[src/rtl/sram_arbiter.sv]
// sram_arbiter: shares one SRAM controller between the instruction-fetch
// (read-only) port and the data load/store port. Round-robin on contention,
// one transaction at a time, acknowledge on the matching done edge, a
// watchdog that aborts a transaction whose done never arrives, and an
// enforced idle gap on sram_enable between transactions.
module sram_arbiter #(
  parameter int unsigned TIMEOUT_CYCLES = 255,
  parameter int unsigned GAP_CYCLES     = 10
) (
  input  logic        clk,
  input  logic        rst,
  // instruction port
  input  logic        i_req,
  input  logic [31:0] i_addr,
  output logic [31:0] i_rdata,
  output logic        i_ack,
  output logic        i_err,
  // data port
  input  logic        d_req,
  input  logic        d_we,
  input  logic [31:0] d_addr,
  input  logic [31:0] d_wdata,
  output logic [31:0] d_rdata,
  output logic        d_ack,
  output logic        d_err,
  // SRAM controller side
  output logic        sram_enable,
  output logic        sram_writenable,
  output logic [31:0] sram_address,
  output logic [31:0] sram_data_write,
  input  logic [31:0] sram_data_read,
  input  logic        sram_read_done,
  input  logic        sram_write_done,
  // status
  output logic [1:0]  grant,
  output logic        busy
);

  typedef enum logic [1:0] {
    IDLE    = 2'd0,
    BUSY    = 2'd1,
    RELEASE = 2'd2
  } state_t;

  state_t      r_state;
  state_t      w_state_nxt;

  logic [1:0]  r_grant;
  logic        r_last_d;     // 1: the most recent grant went to the data port
  logic        r_we;
  logic [31:0] r_addr;
  logic [31:0] r_wdata;
  logic [31:0] r_i_rdata;
  logic [31:0] r_d_rdata;
  logic        r_i_ack;
  logic        r_d_ack;
  logic        r_i_err;
  logic        r_d_err;
  logic        r_rd_q;
  logic        r_wr_q;
  logic [31:0] r_wdog;
  logic [31:0] r_gap;

  logic        w_edge_rd;
  logic        w_edge_wr;
  logic        w_hit;
  logic        w_timeout;
  logic        w_exit;
  logic        w_pick_i;
  logic        w_pick_d;
  logic        w_gap_done;

  // State register
  always_ff @(posedge clk or negedge rst) begin
    if (!rst) begin
      r_state <= IDLE;
    end else begin
      r_state <= w_state_nxt;
    end
  end

  // Next-state logic
  always_comb begin
    w_state_nxt = r_state;
    unique case (r_state)
      IDLE:    if (w_pick_i || w_pick_d) w_state_nxt = BUSY;
      BUSY:    if (w_exit)               w_state_nxt = RELEASE;
      RELEASE: if (w_gap_done)           w_state_nxt = IDLE;
      default:                           w_state_nxt = IDLE;
    endcase
  end

  // Control decisions: arbitration pick, done-edge match, watchdog, gap end.
  // The done registers track the inputs every cycle, so a level that is
  // already high when BUSY is entered never looks like an edge.
  // RELEASE leaves on the cycle the gap counter steps from 1 to 0, which
  // makes the next grant land exactly GAP_CYCLES+1 cycles after the ack.
  always_comb begin
    w_edge_rd  = sram_read_done  & ~r_rd_q;
    w_edge_wr  = sram_write_done & ~r_wr_q;
    w_hit      = (r_state == BUSY) && (r_we ? w_edge_wr : w_edge_rd);
    w_timeout  = (r_state == BUSY) && !w_hit && (r_wdog == TIMEOUT_CYCLES);
    w_exit     = w_hit || w_timeout;
    w_pick_i   = (r_state == IDLE) && i_req && (!d_req || r_last_d);
    w_pick_d   = (r_state == IDLE) && d_req && (!i_req || !r_last_d);
    w_gap_done = (r_gap <= 32'd1) && !sram_read_done && !sram_write_done;
  end

  // Datapath: transaction registers, acks, read data, watchdog and gap counter
  always_ff @(posedge clk or negedge rst) begin
    if (!rst) begin
      r_grant   <= '0;
      r_last_d  <= 1'b1;
      r_we      <= 1'b0;
      r_addr    <= '0;
      r_wdata   <= '0;
      r_i_rdata <= '0;
      r_d_rdata <= '0;
      r_i_ack   <= 1'b0;
      r_d_ack   <= 1'b0;
      r_i_err   <= 1'b0;
      r_d_err   <= 1'b0;
      r_rd_q    <= 1'b0;
      r_wr_q    <= 1'b0;
      r_wdog    <= '0;
      r_gap     <= '0;
    end else begin
      r_rd_q  <= sram_read_done;
      r_wr_q  <= sram_write_done;
      r_i_ack <= 1'b0;
      r_d_ack <= 1'b0;
      r_i_err <= 1'b0;
      r_d_err <= 1'b0;

      if (w_pick_i) begin
        r_grant <= 2'b01;
        r_we    <= 1'b0;
        r_addr  <= i_addr;
        r_wdog  <= '0;
      end else if (w_pick_d) begin
        r_grant <= 2'b10;
        r_we    <= d_we;
        r_addr  <= d_addr;
        r_wdata <= d_wdata;
        r_wdog  <= '0;
      end

      if (r_state == BUSY) begin
        if (w_exit) begin
          r_grant  <= '0;
          r_we     <= 1'b0;
          r_last_d <= r_grant[1];
          r_gap    <= GAP_CYCLES;
          if (r_grant[0]) begin
            r_i_ack <= 1'b1;
            r_i_err <= w_timeout;
            if (w_hit && !r_we) r_i_rdata <= sram_data_read;
          end
          if (r_grant[1]) begin
            r_d_ack <= 1'b1;
            r_d_err <= w_timeout;
            if (w_hit && !r_we) r_d_rdata <= sram_data_read;
          end
        end else begin
          r_wdog <= r_wdog + 32'd1;
        end
      end

      if ((r_state == RELEASE) && (r_gap != '0)) begin
        r_gap <= r_gap - 32'd1;
      end
    end
  end

  assign sram_enable     = (r_state == BUSY);
  assign sram_writenable = r_we;
  assign sram_address    = r_addr;
  assign sram_data_write = r_wdata;
  assign grant           = r_grant;
  assign busy            = (r_state != IDLE);
  assign i_rdata         = r_i_rdata;
  assign d_rdata         = r_d_rdata;
  assign i_ack           = r_i_ack;
  assign d_ack           = r_d_ack;
  assign i_err           = r_i_err;
  assign d_err           = r_d_err;

endmodule

[config.mk]
export PLATFORM = sky130hd
export DESIGN_NAME = sram_arbiter
export DESIGN_NICKNAME = d
export VERILOG_FILES = /design/src/rtl/sram_arbiter.sv
export SDC_FILE = /design/constraint.sdc
export NUM_CORES = 1
export LEC_CHECK = 0
export CAP_MARGIN = 10
export CORE_MARGIN = 1
export CORE_UTILIZATION = 45
export CTS_CLUSTER_SIZE = 12
export DETAILED_ROUTE_END_ITERATION = 7
export HOLD_SLACK_MARGIN = 0.05
export PLACE_DENSITY = 0.78
export RECOVER_POWER = 25
export SETUP_SLACK_MARGIN = 0.5
export SLEW_MARGIN = 20
export SYNTH_ARGS = -nofsm -noshare
export SYNTH_HDL_FRONTEND = slang
export SYNTH_SLANG_ARGS = --single-unit
[constraint.sdc]
create_clock -name clk -period 3.5 [get_ports clk]
set_input_delay 0.35 -clock clk [delete_from_list [all_inputs] [get_ports clk]]
set_output_delay 0.35 -clock clk [all_outputs]
set_load 0.02 [all_outputs]
# After elaboration in Yosys (flattened, before gate mapping)
# Index checks and enable logic that the tools add are counted.
# word_totals
register_bits,204
latch_bits,0
mem_bits_rw,0
rom_bits,0
input_bits,135
output_inout_bits,137
word_cells,98
n_memories,0
# op_classes
add_sub_neg,2
multipliers,0
n_div,0
magnitude_cmp,1
n_eq_ne,6
shift,0
mux,34
bitwise_logic,5
n_reduce_logical,34
# ops
operator,count
32-bit 2-to-1 mux,9
"32-bit by 1-bit adder with 32-bit output, second input constant",1
"32-bit by 8-bit == test with 1-bit output, second input constant",1
"32-bit by 1-bit less-or-equal comparator with 1-bit output, second input constant",1
32-bit nonzero test,1
"32-bit by 1-bit subtractor with 32-bit output, second input constant",1
1-bit 2-to-1 mux,17
2-bit 2-to-1 mux,7
1-bit logical AND,11
4-bit AND reduction,2
2-bit nonzero test,4
1-bit logical NOT,7
2-bit one-hot mux with 3 select lines,1
2-bit AND reduction,3
1-bit logical OR,4
"2-bit inequality test, second input constant",2
1-bit inverter,3
3-bit AND reduction,1
1-bit bitwise AND,2
"2-bit by 1-bit == test with 1-bit output, second input constant",1
"2-bit == test, second input constant",1
2-bit logical NOT,1
"2-bit by 1-bit inequality test with 1-bit output, second input constant",1

# Depth between registers and ports, before layout
# logic_depth
depth_word,11
mapped_depth,9
depth_no_buf,7

# Worst setup path before layout
# No wires, ideal clock.
# synth_path
path_kind,reg-to-reg
startpoint,register r_state[1]
endpoint,register r_wdog[24]
setup_ps,120
arrival_ps,2240
required_ps,3380
setup_slack_ps,1140
stages_incl_launch_ff,9
n_path_buf,2
synth_period_minus_slack_ps,2360
cell_sequence,dfrtp_1 -> nor2b_1 -> o211ai_1 -> o21ba_2 -> buf_2 -> and3_1 -> clkbuf_1 -> a21oi_1 -> a31o_2
# synth_via
elab_chain_cells,8
word_cells_on_any_way,15
cone_classes,1 x eq/ne; 4 x mux; 10 x reduce/logical
# synth_lines
item,line_no,text
start: declaration,45,state_t r_state;
start signal: assignment,78,r_state <= w_state_nxt;
2-bit by 1-bit == test with 1-bit output *,--,
via sram_enable,27,"output logic sram_enable,"
1-bit logical AND,101,w_hit = (r_state == BUSY) && (r_we ? w_edge_wr : w_edge_rd);
1-bit logical NOT,102,w_timeout = (r_state == BUSY) && !w_hit && (r_wdog == TIMEOUT_CYCLES);
1-bit logical AND (2 in a row),102,
1-bit logical OR,103,w_exit = w_hit || w_timeout;
32-bit 2-to-1 mux,149,if (w_exit) begin
32-bit 2-to-1 mux *,148,if (r_state == BUSY) begin
end signal: assignment,165,r_wdog <= r_wdog + 32'd1;
end: declaration,61,logic [31:0] r_wdog;
# The timed path passes the listed nets; every way through them passes the cells marked *.
# A chain may end at the register's enable or synchronous reset.

# Worst setup path after layout
# layout_path
startpoint,register r_gap[27]
endpoint,register r_gap[21]
# layout_via
elab_chain_cells,4
word_cells_on_any_way,6
cone_classes,1 x mux; 5 x reduce/logical
# layout_lines
item,line_no,text
start: declaration,62,logic [31:0] r_gap;
start signal: assignment,170,r_gap <= r_gap - 32'd1;
32-bit nonzero test *,169,if ((r_state == RELEASE) && (r_gap != '0)) begin
1-bit logical AND *,169,
2-bit nonzero test (no line),--,
2-bit AND reduction (no line),--,
# Mark *: on every way between the ends. The rest lies on a longest branch, timed or not.

==> impl_metrics.tcl <==
set metrics [dict create \
    grt_usage_pct 23.4 \
    ir_worst_vdd_mv 0.616 \
    skew_ns 0.00813 \
    numClockSinks 204 \
    ys_ff_latch 204 \
    ant_nets 0 \
    multi_input_area_um2 3370 \
    cp.arrival_ns 2.92 \
    drive_gt1_share_pct 11.2 \
    placementRows 50 \
    drt-initial-drc-count 358 \
    critPathLaunchType "flop" \
    worst_setup_path_end_kind "flop" \
    seqCellArea_um2 5110 \
    grtUsageMet1_pct 29.5 \
    grt_busiest_layer "met2" \
    drv_cap 1 \
    diodes 0 \
    cts_buffers 22 \
    vias_per_cell 5.37 \
    period_share_pct 72.9 \
    tns_ns 0 \
    path_class "flop to flop" \
    ctsResizeCount 0 \
    pwr_density_cell_nw_per_um2 873 \
    slew_headroom_pct -45.7 \
    die-area_um2 19700 \
    layout_min_cycle_time_ns 2.55 \
    syn_area_per_cell_um2 10.8 \
    required_ns 3.87 \
    io_pins 272 \
    clk_path_buf_depth 3 \
    syn_area_um2 8620 \
    first_pass_iters 5 \
    globalplace.congestion 0.816 \
    synth_flop_cell "dfrtp_1" \
    synthArstFlopShare_pct 100 \
    fmax_mhz 392 \
    drc 0 \
    ys_warn_count 0 \
    die_y_um 140 \
    drt_wl_total_mm 23.2 \
    die_x_um 140 \
    finalCoreUtilization_pct 65.5 \
    reg2regPathDepth 6 \
    hold_viol 0 \
    leakage_nw 5.38 \
    critPathMaxFanout 6 \
    tightest_slew_ns 2.18 \
    root_buffer "clkbuf_16" \
    violations "capacitance limit, slew limit" \
    antenna_found_initial 0 \
    finalNetCount 1207 \
    rsz0062_at_grt "false" \
    synth_edf_count 0 \
    grt_max_degree 91 \
    port_buffers 271 \
    met3_usage_pct 5.88 \
    use_met2_pct 40.1 \
    insertion_delay_ns 0.50 \
    start_util_pct 46.0 \
    grt_pass1_vias 6891 \
    syn_to_final_growth_pct 42.6 \
    via_count 7051 \
    avgRoutedWirePerCell_um 17.7 \
    finalSetupViolCount 0 \
    hpwl_mm 16.2 \
    syn-num-nets 936 \
    netlist_instances 797 \
    grt_pass1_wl_mm 36.5 \
    clk_pin_slew_ns 0.06 \
    drv_slew 90 \
    design.core.area_um2 18800 \
    ys_types 49 \
    n_fill_cell 1475 \
    cts_tree "done" \
    ys_seq_area_share_pct 59.2 \
    grt_overflow 0 \
    hp-class "input port to flop" \
    status "finished, violations left" \
    hold-path-cell-count 3 \
    cts_max_level 1 \
]
==> metal layers <==
metal  up-vias  wire [um]
met5         -          0
met4         0        517
met3        37       1720
met2       244      11300
met1      3414       9650
li1       3356          -
==> what timing repair did <==
| action | 4_1_cts | 5_1_grt |
|---|---|---|
| endpoints found under the setup margin | 0 | 0 |
| buffers inserted | 0 | 0 |
| endpoints found under the hold margin | 87 | 0 |
| hold buffers | 1 | 0 |
==> power breakdown <==
part / switching (mW) / internal, mW / total [mW]
Combinational: 2.58 / 2.19 / 4.77
Sequential: 0.512 / 3.22 / 3.73
Clock: 0.888 / 1.35 / 2.24
==> state kept, by name (all words and copies together) (netlist names) <==
register         cells
r_wdog              32
i_rdata             32
r_wr_q               1
sram_data_write     32
i_err                1
grant                2
d_rdata             32
r_rd_q               1
d_err                1
r_gap               32
i_ack                1
sram_writenable      1
d_ack                1
r_state              2
r_last_d             1
sram_address        32
==> layout make-up <==
class	instances	share of cell area, %
clock buffer	33	5.31
clock inverter	3	0.326
inverter	7	0.214
multi-input combinational	551	27.4
sequential	204	41.5
tap	234	2.38
timing repair buffer	282	22.8
==> cell usage after synthesis (all sizes together), types with 10 or more instances <==
library cell	instances	area [um2]
dfrtp	203	5080
o22ai	32	200
nand4	15	93.8
nand3	38	208
nor2	95	357
o311ai	10	87.6
o21ai	23	115
mux2	64	721
clkbuf	33	124
nor3	13	65.1
nand2	142	541
nor4	15	100
mux2i	19	190
==> stage by stage <==
stage               power [mW]  worst slack (ns)  std cells  cell area, um2  hold WS, ns
finish                    10.7             0.948       1314           12300        0.380
global route              11.3             0.556       1314           12300        0.382
CTS                       10.8             0.951       1314           12300        0.336
detailed placement        8.54             0.872       1277           11600        0.455
global placement          8.41             0.783       1277           11600        0.450
floorplan                 6.21              1.14        797            8620       0.0544
==> critical path, cell delays in order, from the launching register on <==
cell,delay [ns]
dfrtp_1,0.40
nor4_1,0.61
nand3_1,0.20
or2_2,0.37
o311ai_1,0.58
or4_1,0.20
nand2_1,0.05
==> worst paths after layout <==
check / slack (ns) / end / from
setup / recovery: 0.95 / r_gap[21] / r_gap[27]
hold / removal: 0.38 / sram_data_write[23] / d_wdata[23]
setup reg to reg: 0.95 / r_gap[21] / r_gap[27]
hold reg to reg: 0.47 / sram_data_write[23] / sram_data_write[23]
max in group asynchronous: 1.04 / r_gap[2] / rst
min in group asynchronous: 1.02 / sram_address[17] / rst
==> cells by family (layout without fill, tap and decap cells) <==
| group | Yosys count | in the layout | share of synthesized area, % |
|---|---|---|---|
| AO/OA/AOI/OAI | 100 | 100 | 7.69 |
| XOR/XNOR | 11 | 11 | 1.12 |
| flip-flops | 204 | 204 | 59.2 |
| AND/OR/NAND/NOR | 353 | 353 | 18.9 |
| buffers and inverters | 42 | 325 | 1.93 |
| adder cells (fa/ha/maj) | 4 | 4 | 0.580 |
| multiplexers | 83 | 83 | 10.6 |
==> layout by cell type, fill, tap and decap left out, drive strengths merged, types with 2 or more instances in the layout <==
cell	count
xnor2	2
or3	6
nor2b	2
dfrtp	203
and3	8
a21oi	6
buf	10
inv	7
nand2	142
xor2	9
clkbuf	34
ha	4
clkinv	2
nand4	15
o41ai	7
nand3	38
o21ai	23
and4	2
o311ai	10
dlygate4sd3	3
clkdlybuf4s50	268
mux2	64
nand2b	4
o31ai	7
nand3b	3
nor4	15
or4	5
mux2i	19
nor3	13
o22ai	32
nor2	95
o211ai	9
Power figures use the tool's default switching activity.
==> variant: new RTL, same flow settings <==
Reset style: synchronous (`rst`), changed in 2 clocked blocks.
--- a/src/rtl/sram_arbiter.sv
+++ b/src/rtl/sram_arbiter.sv
@@ -72,5 +72,5 @@
 
   // State register
-  always_ff @(posedge clk or negedge rst) begin
+  always_ff @(posedge clk) begin
     if (!rst) begin
       r_state <= IDLE;
@@ -108,5 +108,5 @@
 
   // Datapath: transaction registers, acks, read data, watchdog and gap counter
-  always_ff @(posedge clk or negedge rst) begin
+  always_ff @(posedge clk) begin
     if (!rst) begin
       r_grant   <= '0;
Behaviour: differs if rst is asserted again (counterexample within 4 cycles, from zero or initial values and one cycle with rst low); with rst held inactive, the same outputs for 4 cycles.
==> variant against the unedited design <==
- the flow still finishes with violations (max-capacitance violations, max-slew violations)
- highest routed layer unchanged
- sequential cell count did not move
- worst setup slack got worse by 470 ps
- cell area fell by 3.6%
- largest cell class unchanged
- count of clock-buffer cells in the layout rose by 4
- area after synthesis fell by 4.7%
- routed wire length rose by 12%
- register-to-register slack got worse by 290 ps
- worst hold slack improved by 17 ps
Power is not compared: it rests on default switching activity, and its combinational part moved more than twofold at a synthesized area within 25%.
==> variant: results (changes against the unedited design) <==
| Metric | Value |
|---|---|
| Status | `complete, but fails checks (unchanged)` |
| Global placer's final weighted congestion | `0.8633 (was 0.8158)` |
| Main area contributors after synthesis | `dfxtp_1 50%, nand2_1 13%, a21oi_1 6.5%, nor2_1 3.6%, a311oi_1 3.5% (was dfrtp_1 59%, mux2_2 8.4%, nand2_1 6.1%, nor2_1 4.1%, o22ai_1 2.3%)` |
| Max cap viols | `3 (was 1)` |
| DRT Pass-1 Iters | `7 (was 5)` |
| Seq. cell area | `4084 um^2 (was 5106 um^2)` |
| Antenna Cells | `2 (was 0)` |
| Multiplexer share of the synthesized area | `0.002588 (was 0.1056)` |
| Met2 GRT Util | `0.4394 (was 0.4011)` |
| Reg2reg end | `d_rdata[0] (was r_gap[21])` |
| Final non-clock buffer share | `0.2379 (was 0.2281)` |
| Synth Area in Adders | `0.006089 (was 0.005803)` |
| Synthesized Nets | `1155 (was 936)` |
| Worst r2r src | `sram_writenable (was r_gap[27])` |
| First-pass GRT wire length | `39.54 mm (was 36.45 mm)` |
| All-layer global routing usage | `0.2662 (was 0.2341)` |
| Slowest cell on the critical path | `clkbuf_1 (was nor4_1)` |
| Inverter count | `8 (was 7)` |
| # fillers | `1458 (was 1475)` |
| CP max FO | `41 (was 6)` |
| Failing checks | `max-capacitance violations, max-slew violations (unchanged)` |
| Iteration-0 DRC Markers | `467 (was 358)` |
| Register-to-Register Setup Slack | `660 ps (was 950 ps)` |
| Vias | `8289 (was 7051)` |
| Layout net count | `1402 (was 1207)` |
| # clk buffers | `37 (was 33)` |
| Synth Area in XOR/XNOR | `0.02771 (was 0.01117)` |
| Met1 Usage GRT | `0.3293 (was 0.2948)` |
| Final-report max-slew violation count | `108 (was 90)` |
| Fraction of registers with async set/reset | `0 (was 1.000)` |
| Top delay family on crit path | `buffers and inverters (was simple AND/OR/NAND/NOR gates)` |
| Initial antenna violation count | `2 (was 0)` |
| Detailed-placement wirelength estimate | `17.98 mm (was 16.23 mm)` |
| Post-Route Skew | `7.607 ps (was 8.134 ps)` |
| Multi-input combinational area share | `0.3279 (was 0.2743)` |
| CTS Buf Count | `23 (was 22)` |
| Largest net degree at the start of global routing | `104 (was 91)` |
| Vias in the first global route | `7652 (was 6891)` |
| Shortest clock period the worst path allows after layout | `3022 ps (was 2552 ps)` |
| Clk tree area frac | `0.06198 (was 0.05637)` |
| Synth Area in Compound Gates | `0.1506 (was 0.07689)` |
| Hold path start | `d_wdata[30] (was d_wdata[23])` |
| Slowest stage delay, CP | `1380 ps (was 610 ps)` |
| List of most frequent post-synthesis cells | `285 x nand2_1, 204 x dfxtp_1, 107 x a21oi_1 (was 203 x dfrtp_1, 141 x nand2_1, 95 x nor2_1)` |
| Share of layout cells above drive strength 1 | `0.04382 (was 0.1120)` |
| Worst Setup SP | `rst (was r_gap[27])` |
| Wire length on met3 | `1.798 mm (was 1.717 mm)` |
| Routed met1 length | `10.50 mm (was 9.649 mm)` |
| Least-Margin Pin Slew | `1897 ps (was 2185 ps)` |
| Worst hold endpoint | `sram_data_write[30] (was sram_data_write[23])` |
| Worst EP arrival | `3460 ps (was 2920 ps)` |
-- variant: changes by cell type after synthesis, sizes merged, moves of 34 or more --
cell	unedited run	this run
a21oi	6	107
a311oi	0	34
dfrtp	203	0
dfxtp	0	204
mux2	64	1
nand2	142	286
-- variant: power by group through the flow --
stage | clock network [W] | logic [W] | registers [W]
floorplan | 0 | 0.000519 | 0.00265
global route | 0.00248 | 0.00119 | 0.00253
CTS | 0.00239 | 0.00110 | 0.00252
finish | 0.00235 | 0.00110 | 0.00252
detailed placement | 0 | 0.00110 | 0.00257
global placement | 0 | 0.00109 | 0.00256
-- variant: stage by stage --
step	instance area, um^2	hold WS, ps	worst slack, ps	cells	utilization
after CTS	11850	387.4	557.4	1507	0.6620
after global placement	11120	441.2	705.5	1467	0.6210
after detailed placement	11120	445.3	604.1	1467	0.6210
final	11850	396.5	478.0	1509	0.6619
after floorplan	8219	431.0	1087	1016	-
after global routing	11850	403.7	335.1	1509	0.6619
